**config.mk**
```make
export PLATFORM = sky130hd
export DESIGN_NAME = riscv_fetch_unit
export DESIGN_NICKNAME = d
export VERILOG_FILES = /design/src/rtl/riscv_pkg.sv /design/src/rtl/sync_fifo.sv /design/src/rtl/riscv_fetch_unit.sv
export SDC_FILE = /design/constraint.sdc
export NUM_CORES = 1
export LEC_CHECK = 0
export BUFFER_PORTS_ARGS = -buffer_cell sky130_fd_sc_hd__buf_4
export CORE_MARGIN = 5
export CORE_UTILIZATION = 45
export CTS_CLUSTER_DIAMETER = 120
export DETAILED_ROUTE_END_ITERATION = 8
export GPL_ROUTABILITY_DRIVEN = 0
export SLEW_MARGIN = 20
export SYNTH_ARGS = -nofsm -noshare
export SYNTH_HDL_FRONTEND = slang
export SYNTH_HIERARCHICAL = 1
export SYNTH_SLANG_ARGS = --single-unit
export TNS_END_PERCENT = 5
```
**constraint.sdc**
```tcl
create_clock -name clk -period 4.59 [get_ports clk]
set_input_delay 0.2295 -clock clk [delete_from_list [all_inputs] [get_ports clk]]
set_output_delay 0.2295 -clock clk [all_outputs]
set_load 0.01 [all_outputs]
```
**src/rtl/riscv_pkg.sv**
```systemverilog
// Shared types and widths for the RISC-V fetch front end.
package riscv_pkg;

   localparam int unsigned XLEN       = 64;
   localparam int unsigned ILEN       = 32;
   localparam int unsigned INST_BYTES = 4;

   typedef enum logic [1:0] {
      REQ,
      WAIT,
      DRAIN
   } fetch_state_t;

   typedef struct packed {
      logic [XLEN-1:0] pc;
      logic [ILEN-1:0] inst;
   } fetch_entry_t;

endpackage

```
**src/rtl/sync_fifo.sv**
```systemverilog
// Single-clock FIFO with registered occupancy and a synchronous flush.
module sync_fifo #(
   parameter int unsigned WIDTH = 8,
   parameter int unsigned DEPTH = 4,
   localparam int unsigned CW   = $clog2(DEPTH + 1)
) (
   input  logic             clk,
   input  logic             rst_n,
   input  logic             push,
   input  logic [WIDTH-1:0] push_data,
   input  logic             pop,
   input  logic             flush,
   output logic [WIDTH-1:0] rd_data,
   output logic [CW-1:0]    count,
   output logic             full,
   output logic             empty
);

   localparam int unsigned AW = $clog2(DEPTH);

   logic [WIDTH-1:0] mem [DEPTH];
   logic [AW-1:0]    wr_ptr_q;
   logic [AW-1:0]    rd_ptr_q;
   logic [CW-1:0]    count_q;
   logic             do_push;
   logic             do_pop;

   assign full    = (count_q == CW'(DEPTH));
   assign empty   = (count_q == '0);
   assign do_push = push & ~full;
   assign do_pop  = pop & ~empty;
   assign count   = count_q;
   assign rd_data = mem[rd_ptr_q];

   // Pointers wrap naturally because DEPTH is a power of two.
   always_ff @(posedge clk or negedge rst_n) begin
      if (!rst_n) begin
         wr_ptr_q <= '0;
         rd_ptr_q <= '0;
         count_q  <= '0;
      end else if (flush) begin
         wr_ptr_q <= '0;
         rd_ptr_q <= '0;
         count_q  <= '0;
      end else begin
         if (do_push) wr_ptr_q <= wr_ptr_q + AW'(1);
         if (do_pop)  rd_ptr_q <= rd_ptr_q + AW'(1);
         if (do_push && !do_pop)      count_q <= count_q + CW'(1);
         else if (!do_push && do_pop) count_q <= count_q - CW'(1);
      end
   end

   always_ff @(posedge clk) begin
      if (do_push && !flush) mem[wr_ptr_q] <= push_data;
   end

endmodule

```
**src/rtl/riscv_fetch_unit.sv**
```systemverilog
// Instruction fetch front end: one-outstanding memory requester feeding a
// PC-tagged prefetch FIFO, flushed by execute-stage redirects.
module riscv_fetch_unit #(
   parameter int unsigned    XLEN     = riscv_pkg::XLEN,
   parameter int unsigned    ILEN     = riscv_pkg::ILEN,
   parameter int unsigned    DEPTH    = 4,
   parameter logic [XLEN-1:0] RESET_PC = '0
) (
   input  logic                       clk,
   input  logic                       reset,
   output logic                       imem_req_valid,
   input  logic                       imem_req_ready,
   output logic [XLEN-1:0]            imem_req_addr,
   input  logic                       imem_rsp_valid,
   input  logic [ILEN-1:0]            imem_rsp_data,
   output logic                       inst_valid,
   input  logic                       inst_ready,
   output logic [ILEN-1:0]            inst_data,
   output logic [XLEN-1:0]            inst_pc,
   input  logic                       redirect_valid,
   input  logic [XLEN-1:0]            redirect_pc,
   output logic [$clog2(DEPTH+1)-1:0] fifo_count
);

   import riscv_pkg::*;

   localparam int unsigned EW = XLEN + ILEN;

   fetch_state_t    state_q;
   fetch_state_t    state_d;
   logic [XLEN-1:0] fetch_pc_q;
   logic [XLEN-1:0] fetch_pc_d;
   logic [XLEN-1:0] req_pc_q;
   logic [XLEN-1:0] req_pc_d;
   logic            req_fire;
   logic            push;
   logic            pop;
   logic            fifo_full;
   logic            fifo_empty;
   logic [EW-1:0]   head;

   // Request is withdrawn during a redirect cycle and held low in reset.
   assign imem_req_valid = reset & (state_q == REQ) & ~fifo_full & ~redirect_valid;
   assign imem_req_addr  = fetch_pc_q;
   assign req_fire       = imem_req_valid & imem_req_ready;

   assign inst_valid = ~fifo_empty;
   assign inst_pc    = head[EW-1:ILEN];
   assign inst_data  = head[ILEN-1:0];
   assign pop        = ~fifo_empty & inst_ready & ~redirect_valid;

   always_comb begin
      state_d    = state_q;
      fetch_pc_d = fetch_pc_q;
      req_pc_d   = req_pc_q;
      push       = 1'b0;
      if (redirect_valid) begin
         fetch_pc_d = {redirect_pc[XLEN-1:2], 2'b00};
         // An in-flight request must still be absorbed before refetching.
         if (state_q == WAIT || state_q == DRAIN)
            state_d = imem_rsp_valid ? REQ : DRAIN;
      end else begin
         case (state_q)
            REQ: begin
               if (req_fire) begin
                  req_pc_d   = fetch_pc_q;
                  fetch_pc_d = fetch_pc_q + XLEN'(INST_BYTES);
                  state_d    = WAIT;
               end
            end
            WAIT: begin
               if (imem_rsp_valid) begin
                  push    = 1'b1;
                  state_d = REQ;
               end
            end
            DRAIN: begin
               if (imem_rsp_valid) state_d = REQ;
            end
            default: state_d = REQ;
         endcase
      end
   end

   always_ff @(posedge clk or negedge reset) begin
      if (!reset) begin
         state_q    <= REQ;
         fetch_pc_q <= RESET_PC;
         req_pc_q   <= '0;
      end else begin
         state_q    <= state_d;
         fetch_pc_q <= fetch_pc_d;
         req_pc_q   <= req_pc_d;
      end
   end

   sync_fifo #(
      .WIDTH (EW),
      .DEPTH (DEPTH)
   ) u_fifo (
      .clk       (clk),
      .rst_n     (reset),
      .push      (push),
      .push_data ({req_pc_q, imem_rsp_data}),
      .pop       (pop),
      .flush     (redirect_valid),
      .rd_data   (head),
      .count     (fifo_count),
      .full      (fifo_full),
      .empty     (fifo_empty)
   );

endmodule

```
---- Word-level counts from Yosys, hierarchy flattened ----
Memory sizes are Yosys's and may differ from the RTL's.
Index checks and enable logic that the tools add are counted.
word-level totals
  RAM bits ................................ 384
  word-level logic and storage cells ...... 68
  flip-flop bits (word level) ............. 137
  memories kept ........................... 1
operators by class
  mux-type cells .......................... 21
  bitwise gates (word level) .............. 11
  $add $sub $neg .......................... 5
  reductions and logical operators ........ 18
  eq/ne operators ......................... 6
memories
  name        depth  bits a word  rd ports  clocked after Yosys merged registers in  write ports  RTL line         RTL
  u_fifo.mem  4      96           1         0                                        1            sync_fifo.sv:21  logic [WIDTH-1:0] mem [DEPTH];
operators by type and width
  operator                                                                  count
  64-bit 2-to-1 mux                                                         3
  64-bit by 3-bit adder with 64-bit output (second input constant)          1
  2-bit 2-to-1 mux                                                          9
  3-bit 2-to-1 mux                                                          3
  1-bit AND                                                                 8
  2-bit nonzero test                                                        4
  3-bit AND reduction                                                       2
  1-bit 2-to-1 mux                                                          5
  2-bit by 1-bit adder with 2-bit output (second input constant)            2
  2-bit one-hot mux with 2 select lines                                     1
  3-bit by 1-bit adder with 3-bit output (second input constant)            1
  3-bit == test (second input constant)                                     1
  1-bit logical AND                                                         3
  1-bit logical NOT                                                         3
  3-bit logical NOT                                                         1
  3-bit by 1-bit inequality test with 1-bit output (second input constant)  1
  3-bit inequality test (second input constant)                             1
  1-bit NOT                                                                 3
  3-bit nonzero test                                                        1
  3-bit by 1-bit subtractor with 3-bit output (second input constant)       1
  2-bit by 1-bit == test with 1-bit output (second input constant)          1
  2-bit == test (second input constant)                                     1
  2-bit logical NOT                                                         1
  2-bit by 1-bit inequality test with 1-bit output (second input constant)  1
  other kinds (3)                                                           3

---- Logic depth before layout (Yosys ltp) ----
  depth after elaboration ................. 9
  mapped depth ............................ 11

---- Cells and area by module ----
Netlist, hierarchy kept.
modules (own cells, without submodules)
  module            cells an instance  times used  area an instance (um^2)
  sync_fifo         563                1           14,397.6
  riscv_fetch_unit  749                1           6,475.0

---- Least setup slack after synthesis ----
No wires, ideal clock.
  path kind ............................... input port to flip-flop
  start ................................... input port redirect_valid
  end ..................................... memory u_fifo/mem[2][0] in the netlist's numbering, enable pin
  data required time ...................... 4.124 ns
  data arrival time ....................... 3.779 ns
  path slack .............................. 0.345 ns
  stages on the path ...................... 7
  cells stage by stage .................... clkbuf_1 > inv_2 > clkbuf_1 > and3_1 > inv_1 > nor3_1 > and2_1
between the ends
  cells in the longest elaborated chain, start to end .. 5
  elaborated cells between the ends (all ways) .. 6
  classes of those cells .................. 3 x mux; 1 x bitwise; 2 x reduce/logical
ends and longest elaborated chain
  what                                    RTL line                RTL
  from (decl)                             riscv_fetch_unit.sv:20  input logic redirect_valid,
  1-bit 2-to-1 mux                        riscv_fetch_unit.sv:57  if (redirect_valid) begin
  net push                                riscv_fetch_unit.sv:36  logic push;
  1-bit AND                               sync_fifo.sv:30         assign do_push = push & ~full;
  1-bit logical AND                       sync_fifo.sv:54         if (do_push && !flush) mem[wr_ptr_q] <= push_data;
  1-bit 2-to-1 mux                        sync_fifo.sv:54
  1-bit 2-to-1 mux (not written as such)  sync_fifo.sv:54
  to (decl)                               sync_fifo.sv:21
The timed path passes the listed nets, and every way through them passes these cells.

---- Worst setup path in the final report ----
  start ................................... register u_fifo.count_q[2], in the netlist u_fifo/count[2]
  end ..................................... register fetch_pc_q[59], in the netlist imem_req_addr[59]
between the ends
  cells in the longest elaborated chain, start to end .. 7
ends and longest elaborated chain
  what                                  RTL line                RTL
  from (decl)                           sync_fifo.sv:24         logic [CW-1:0] count_q;
  from (signal assigned)                sync_fifo.sv:48         if (do_push && !do_pop) count_q <= count_q + CW'(1);
  from (signal assigned)                sync_fifo.sv:49         else if (!do_push && do_pop) count_q <= count_q - CW'(1);
  3-bit == test                         sync_fifo.sv:28         assign full = (count_q == CW'(DEPTH));
  net fifo_full                         riscv_fetch_unit.sv:38  logic fifo_full;
  1-bit NOT                             riscv_fetch_unit.sv:43  assign imem_req_valid = reset & (state_q == REQ) & ~fifo_full & ~redirect_valid;
  1-bit AND (2 in a row)                riscv_fetch_unit.sv:43
  1-bit AND                             riscv_fetch_unit.sv:45  assign req_fire = imem_req_valid & imem_req_ready;
  2-bit nonzero test (no source line)   -
  2-bit AND reduction (no source line)  -
  to (signal assigned)                  riscv_fetch_unit.sv:92  fetch_pc_q <= fetch_pc_d;
  to (decl)                             riscv_fetch_unit.sv:31  logic [XLEN-1:0] fetch_pc_q;
The timed path passes the listed nets, and every way through them passes these cells.
A chain may end at the register's enable or synchronous reset.

==> summary.md <==
| Metric | Value |
|---|---|
| Outcome | `complete, no violations` |
| Fillers | `3736` |
| Largest family of logic cells by synthesized area | `multiplexers` |
| CTS buffer count | `53` |
| Synth area leader | `edfxtp_1` |
| Largest net degree at the start of global routing | `80` |
| Clock-pin slew on the worst setup and hold paths | `0.06 ns` |
| Port Buffer Count | `262` |
| Worst Path Class, Setup | `reg -> reg` |
| WL final | `53900 µm` |
| Root Driver | `clkbuf_16` |
| I/O pins | `267` |
| Max_slew headroom | `33.3%` |
| Top cells by count, synth | `edfxtp_1 (384), nand2_1 (236), dfrtp_1 (133)` |
| Critical Path Start Type | `flip-flop` |
| Post-DP HPWL | `34700 µm` |
| Overall Global Routing Usage | `21.1%` |
| P_leak | `0.00975 µW` |
| Final #Nets | `1803` |
| Worst Clk Skew | `0.0116 ns` |
| # setup viols final | `0` |
| P per Cell Area | `444 nW/µm²` |
| CTS Buffer Depth | `3` |
| Crit share post-route | `66.5%` |
| Final core utilization | `57.1%` |
| First-pass GRT wire length | `81200 µm` |
| Setup crit end kind | `flip-flop` |
| EDFF count, synth | `384` |
| Initial antenna violation count | `3` |
| Max-slew violation total from the final report | `0` |
| Core region area | `46300 µm²` |
| Synth Area in Adders | `0.516%` |
| Top cell type's share of synthesized area | `55.2%` |
| Crit path time final | `3.05 ns` |
| Unique cell type count in the Yosys netlist | `68` |
| Maximum VDD drop | `254 µV` |
| Drt pass-1 iters | `5` |
| Multiplexer area fraction after synthesis | `11.1%` |
| Top area cells in the synthesized netlist | `edfxtp_1 (55%), dfrtp_1 (16%), mux4_2 (10%), nand2_1 (4.2%), nand4_1 (1.0%)` |
| Synthesis-stage register bit count | `517` |
| Worst-skew pair later-pin latency | `0.58 ns` |
| ANT nets after route | `0` |
| # clock sinks | `517` |
| Vias in the first global route | `13200` |
| Unrepaired setup endpoints after global routing | `false` |
| Share of layout cells above drive strength 1 | `28.5%` |
| HP Class | `in -> async` |
| Finished Cell Area | `26400 µm²` |
| Reg-to-reg endpoint | `imem_req_addr[59]` |
| CP required | `5.10 ns` |
| Post-synthesis compound-gate area fraction | `3.24%` |
| Die width | `225 µm` |
| F_max | `0.328 GHz` |
| GRT overflow | `0` |
| CTS tree | `done` |
| Simple-Gate Fraction of Synth Area | `10.7%` |
| DRC | `0` |
| Async set-reset flop share out of synthesis | `25.7%` |
| Setup tns final | `0 ns` |
| Wire per inst | `23.0 µm` |
| Most used DFF post-synth | `edfxtp_1` |
| Cells after Synth | `1312` |
| Register-to-register path setup slack | `1.54 ns` |
| Syn Area/Cell | `15.9 µm²` |
| Yosys warning total | `6` |
| Max cap viols | `0` |
| DIE AREA | `50800 µm²` |
| Dpl cell area | `23600 µm²` |
| Via Count | `12800` |
| R2R cell count | `8` |
| Arrival time worst endpoint | `3.56 ns` |
| Final-report hold violation count | `0` |
| Post-synthesis sequential area ratio | `71.2%` |
| Post-Layout Cell Count | `2344` |
| Most frequent cell after synthesis | `edfxtp_1` |
| CP Max Fanout | `24` |
| Placed Instances | `2148` |
| Worst-Margin Slew | `0.997 ns` |
| Xor and xnor area share after synthesis | `1.30%` |
| Reg2reg start | `u_fifo/count[2]` |
| Iteration-0 DRC Markers | `883` |
| FP Rows | `79` |
| Routed vias/inst | `5.45` |
| Initial core utilization | `45.1%` |
| Die Height | `225 µm` |
| Area grow syn2layout | `26.5%` |
| Post-Syn Area | `20900 µm²` |
| H-tree depth | `2` |
[logic make-up after synthesis]
| family | Yosys count |
|---|---|
| AOI/OAI and AO/OA | 101 |
| xor gates and xnor gates | 31 |
| adders and majority gates | 8 |
| buffers and inverters | 87 |
| DFF | 517 |
| muxes | 111 |
| other | 1 |
| and+or+nand+nor | 456 |
[power by group]
group / switching (µW) / internal, µW
Clock: 1740 / 2730
Combinational: 568 / 479
Sequential: 488 / 5710
Total: 2800 / 8920
[sequential cells by signal (all words and copies together) (netlist names)]
| register | count |
|---|---|
| req_pc_q | 62 |
| state_q | 2 |
| u_fifo/rd_ptr_q | 2 |
| imem_req_addr | 62 |
| u_fifo/count | 3 |
| u_fifo/wr_ptr_q | 2 |
| u_fifo/mem | 384 |
[layout make-up]
cell class | instances | area [µm²] | share of cell area (%)
inverters | 20 | 75.1 | 0.284
flip-flops and latches | 517 | 14900 | 56.3
multi-input cells | 717 | 5660 | 21.4
repair buffers | 384 | 3220 | 12.2
diodes | 2 | 5.00 | 0.0189
clock inverters | 37 | 434 | 1.64
well taps | 607 | 759 | 2.88
clock buffers | 60 | 1390 | 5.27
[cell usage in the layout (no fill, tap or decap), types with 11 or more instances in the layout]
| cell type | instances |
|---|---|
| clkbuf_16 | 53 |
| buf_4 | 279 |
| dlygate4sd3_1 | 97 |
| xor2_1 | 15 |
| nand4_1 | 34 |
| dfrtp_1 | 131 |
| mux2i_1 | 12 |
| nand2_1 | 235 |
| nor2b_1 | 13 |
| nand3_1 | 38 |
| nor3_1 | 26 |
| nor2_1 | 32 |
| mux4_2 | 96 |
| clkinv_2 | 13 |
| edfxtp_1 | 384 |
| inv_1 | 18 |
| nor4_1 | 13 |
| a21oi_1 | 11 |
| xnor2_1 | 16 |
| o21ai_0 | 41 |
[routing by layer]
layer	track usage, %	wire length [µm]	vias up
met4	4.71	1110	2
met2	33.9	25800	404
met3	4.82	3740	71
met5	0	7	-
li1	-	-	5816
met1	29.9	23200	6493
[worst max path at each step]
stage | startpoint | to | slack (ns) | cells after the start
CTS | u_fifo/count[2] | imem_req_addr[59] | 1.50 | 8
detailed placement | u_fifo/count[2] | imem_req_addr[59] | 1.52 | 8
global route | u_fifo/count[2] | imem_req_addr[59] | 1.31 | 8
finish | u_fifo/count[2] | imem_req_addr[59] | 1.54 | 8
global placement | u_fifo/count[2] | imem_req_addr[59] | 1.57 | 8
floorplan | redirect_valid | u_fifo/mem[2][0] | 0.35 | 7
[repair_timing]
action	CTS	global route
hold buffers	97	0
endpoints found under the hold margin	211	0
setup buffers	0	0
gates resized for setup	0	0
[worst max-delay path, cell delays in order (launching register included)]
cell and delay, ns:
dfrtp_1 0.50, or3b_1 0.26, inv_2 0.08, nand4b_1 0.23
buf_4 0.23, nor2_4 0.52, nand4_1 0.49, or4_1 0.60
nand3_1 0.08
[metrics by stage]
stage                     power (µW)  hold slack, ns  setup WS, ns
final                          11700          0.0364          1.54
after global routing           12200          0.0303          1.31
after global placement          7200          0.0687          1.57
after CTS                      11900         0.00360          1.50
after floorplan                 6670         -0.0661         0.345
after detailed placement        7280          0.0671          1.52
(Power assumes the default switching activity.)
